<file path="src/rtl/shift_l_reg_n.sv">
// shift_l_reg_n
// N-bit left-shift register with parallel load and clock enable.
//
// Ports:
//   clk  - single clock, all state updates on its rising edge
//   rst  - asynchronous, active-low clear of the register
//   en   - clock enable; 1 = load or shift on the edge, 0 = hold
//   ldsh - operation select; 1 = parallel load from d, 0 = shift left
//   SI   - serial shift-in bit, enters at bit 0 during a shift
//   d    - parallel load data (N bits)
//   q    - register contents (N bits)
//   SO   - serial shift-out bit, always q[N-1]
//
// Priority on each edge: reset low, then enable low (hold), then load over shift.

module shift_l_reg_n #(
    parameter int N = 8
) (
    input  logic         clk,
    input  logic         rst,
    input  logic         en,
    input  logic         ldsh,
    input  logic         SI,
    input  logic [N-1:0] d,
    output logic [N-1:0] q,
    output logic         SO
);

    logic [N-1:0] shiftReg;

    // The shift is logical: bit 0 is always fed from SI and the old MSB
    // is simply dropped, leaving the register only through SO.
    always_ff @(posedge clk or negedge rst) begin
        if (!rst) begin
            shiftReg <= '0;
        end else if (en) begin
            if (ldsh) begin
                shiftReg <= d;
            end else begin
                shiftReg <= {shiftReg[N-2:0], SI};
            end
        end
    end

    assign q  = shiftReg;
    assign SO = shiftReg[N-1];

endmodule

</file>
<file path="config.mk">
export PLATFORM = sky130hd
export DESIGN_NAME = shift_l_reg_n
export DESIGN_NICKNAME = d
export VERILOG_FILES = /design/src/rtl/shift_l_reg_n.sv
export SDC_FILE = /design/constraint.sdc
export NUM_CORES = 1
export LEC_CHECK = 0
export ABC_AREA = 0
export CAP_MARGIN = 20
export CORE_AREA = 5 5 42 44
export CTS_BUF_LIST = sky130_fd_sc_hd__clkbuf_8
export CTS_CLUSTER_SIZE = 16
export DETAILED_ROUTE_END_ITERATION = 6
export DIE_AREA = 0 0 47 49
export DONT_BUFFER_PORTS = 1
export PLACE_DENSITY_LB_ADDON = 0.12
export REMOVE_ABC_BUFFERS = 1
export SYNTH_ARGS = -nofsm -noshare
export SYNTH_HDL_FRONTEND = slang
export SYNTH_SLANG_ARGS = --single-unit
</file>
<file path="constraint.sdc">
create_clock -name clk -period 0.9 [get_ports clk]
set_input_delay 0.135 -clock clk [delete_from_list [all_inputs] [get_ports clk]]
set_output_delay 0.135 -clock clk [all_outputs]
set_load 0.005 [all_outputs]
</file>
=== Word level (Yosys, flattened, before mapping) ===
Cells that the tools add are included.

* Muxes and demuxes: 1

{| class="wikitable"
|+ Operators by type and width
! kind !! count
|-
| 2-to-1 mux 8 bit || 1
|}

* Word-level logic and storage cells: 2
* Output and inout bits: 9
* Bits in registers: 8

=== Depth between registers and ports, before layout ===
* Depth after elaboration: 1
* Mapped depth: 4
* Gate-level depth less buffers: 2

=== Least setup slack after synthesis ===
OpenSTA, ideal clock, no wires.

* Path kind: register to register
* Start: register shiftReg[3], in the netlist q[3]
* End: register shiftReg[4], in the netlist q[4]
* Library setup time: 0.123 ns
* Period minus slack after synthesis: 0.699 ns
* Stages on the path, launching flop included: 3
* Arrival time: 0.577 ns
* Data required time: 0.777 ns
* Setup slack: 0.201 ns
* Path through: dfrtp_1 mux2i_1 a21oi_1

* Cells in the longest elaborated chain, start to end: 1

{| class="wikitable"
|+ Ends and longest elaborated chain
! element !! RTL line !! source
|-
| from (decl) || 29 || <nowiki>logic [N-1:0] shiftReg;</nowiki>
|-
| from (signal assigned) || 40 || <nowiki>shiftReg <= {shiftReg[N-2:0], SI};</nowiki>
|-
| 2-to-1 mux 8 bit || 37 || <nowiki>if (ldsh) begin</nowiki>
|}

Every way passes these cells.
A chain may end at the register's enable or synchronous reset.

=== Worst setup path after layout ===
* Start: register shiftReg[0], in the netlist q[0]
* End: register shiftReg[1], in the netlist q[1]

Same word-level chain as after synthesis.

==> out/results.txt <==
Status: finished clean
Core Util, Final: 0.3134
Grt met2 use: 0.1109
Cell count of the worst reg-to-reg path: 2
Synthesized area: 390.4 sq um
Maximum vdd drop: 773.2 uV
Unique masters post-synth: 8
Die area: 2303 sq um
Slew @ Worst Pin: 0.3814 ns
Top-level port count: 22
Hold Startpoint: en
Initial Utilization: 0.2786
Port bufs: 0
CP endpoint kind: flop
Setup_tns: 0 ns
Period utilization: 0.8578
Hold crit path type: input pin to flop
Final count of hold timing violations: 0
Crit Path Category: flop to flop
GPL Wtd Cong: 0.6544
Post-DP HPWL: 620.3 um
Min Tclk post-route: 0.7720 ns
Hold endpoint: q[6]
Total power: 966.2 uW
Critical Path AT: 0.87 ns
Vias in the first global route: 311
Clk Latency, worst-skew pair: 0.22 ns
Filler Cells Inserted: 159
Pwr Density: 2200 nW/um^2
CTS tree: done
RSZ-0062 raised after global routing: no
Detailed-route wire length per cell: 16.96 um
Total Routing Usage GR: 0.08711
Row count: 14
Largest net degree at the start of global routing: 11
CTS Buf Count: 3
Yosys reg bits: 8
Met3 Track Usage GR: 0.04428
Slew headroom: 0.7449
DRT Wirelength: 899 um
Max Root-Sink Buffers: 2
Synth Warn #: 0
Worst R2R Setup Slack: 0.13 ns
Via count: 270
# diodes: 0
Crit Reg-Reg Startpoint: q[0]
Critical R2R Capture: q[1]
Max Clk Rate: 1295 MHz
Die width: 47 um
Core area: 1401 sq um
Busiest grt layer: met1
Clock root buffer: clkbuf_8
Final setup vio count: 0
Hold path depth: 1
H-tree levels: 1
Antenna violations before repair: 0
1st-iter DRT viols: 2
Sequential fraction of the synthesis area: 0.5128
Final nets: 52
Mean Syn Cell Area: 10.84 sq um
Layout cell share with drive strength beyond 1: 0.1351
DRC viols: 0
ANT nets after route: 0
Crit path launch type: flop
Cells after synthesis: 36
Area Overhead vs Synth: 12.50%
DRT Pass-1 Iters: 4
Clock sinks: 8
GRT overflow: 0
Max FFs per register: 8
Clk_skew: 0.001931 ns
Vias per cell: 5.094
P_leak: 0.0001993 uW
Clk slew on worst S/H paths: 0.04 ns
Met1 usage: 0.1119
Slew Viols, Final: 0
Max_cap viols: 0
First-pass GRT wire length: 1.386 mm
# Post-CTS Setup Buffers: 0
Vert. Die Dim: 49 um
Worst path required time: 0.99 ns
Crit Path Max Fanout: 3
==> area by class of cell <==
| class | count | area (sq um) | area share |
|---|---|---|---|
| Clock buffer | 3 | 41.29 | 0.09402 |
| Sequential cell | 8 | 200.2 | 0.4558 |
| Multi-Input combinational cell | 24 | 155.1 | 0.3533 |
| Timing Repair Buffer | 2 | 22.52 | 0.05128 |
| Tap cell | 16 | 20.02 | 0.04558 |
==> cells in the mapped netlist <==
library cell | instances | share of area
nor2_2 | 2 | 0.032
clkbuf_2 | 1 | 0.013
nor2_1 | 6 | 0.058
a21oi_1 | 8 | 0.10
mux2i_1 | 8 | 0.21
dfrtp_1 | 8 | 0.51
buf_6 | 2 | 0.058
buf_4 | 1 | 0.019
==> through the flow <==
| step | hold slack [ns] | area, sq um | instances | setup WS [ns] |
|---|---|---|---|---|
| 2_1_floorplan | -0.1606 | 355.3 | 32 | 0.2008 |
| 3_3_place_gp | -0.1604 | 375.4 | 48 | 0.1594 |
| 3_5_place_dp | -0.1603 | 375.4 | 48 | 0.1456 |
| 4_1_cts | 0.0004024 | 436.7 | 53 | 0.02698 |
| 5_1_grt | 0.001210 | 439.2 | 53 | 0.07209 |
| 6_report | 0.003511 | 439.2 | 53 | 0.1280 |
==> worst max-delay path by stage <==
stage | startpoint | endpoint | cells past startpoint | slack, ns
2_1_floorplan | q[3] | q[4] | 2 | 0.20
3_3_place_gp | q[2] | q[3] | 2 | 0.16
3_5_place_dp | q[5] | q[6] | 2 | 0.15
4_1_cts | en | q[5] | 2 | 0.03
5_1_grt | q[3] | q[4] | 2 | 0.07
6_report | q[0] | q[1] | 2 | 0.13
==> layout by cell type (no fill, tap or decap) <==
| master | Yosys | routed |
|---|---|---|
| dlygate4sd3_1 | 0 | 1 |
| dfrtp_1 | 8 | 8 |
| dlymetal6s4s_1 | 0 | 1 |
| mux2i_1 | 8 | 8 |
| a21oi_1 | 8 | 8 |
| clkbuf_8 | 0 | 3 |
| nor2_2 | 2 | 2 |
| nor2_1 | 6 | 6 |
==> kinds of logic (layout without fill, tap and decap cells) <==
kind of cell | after synthesis | after routing | share of synthesized area
compound gates | 8 | 8 | 0.1026
buf+inv | 4 | 5 | 0.08973
flops | 8 | 8 | 0.5128
simple gates | 8 | 8 | 0.08973
mux | 8 | 8 | 0.2051
==> critical path: stages (launching register included) <==
cell and delay (ns):
dfrtp_1 0.40, mux2i_1 0.16, a21oi_1 0.08
==> power breakdown <==
part           internal (uW)  total [uW]  switching, uW
clock                    289         420            131
combinational           49.7        89.6           39.9
sequential               407         457           49.8
==> metal layers <==
layer  vias up  wire length, um
met5         -                0
met4         0                0
met3         0              129
met2        15              384
met1       129              384
li1        126                -
==> what timing repair did <==
action,in CTS,in global routing
setup endpoints to repair,0,1
hold buffers,2,0
resized for setup,0,1
endpoints found under the hold margin,15,0
Power figures use the tool's default switching activity.
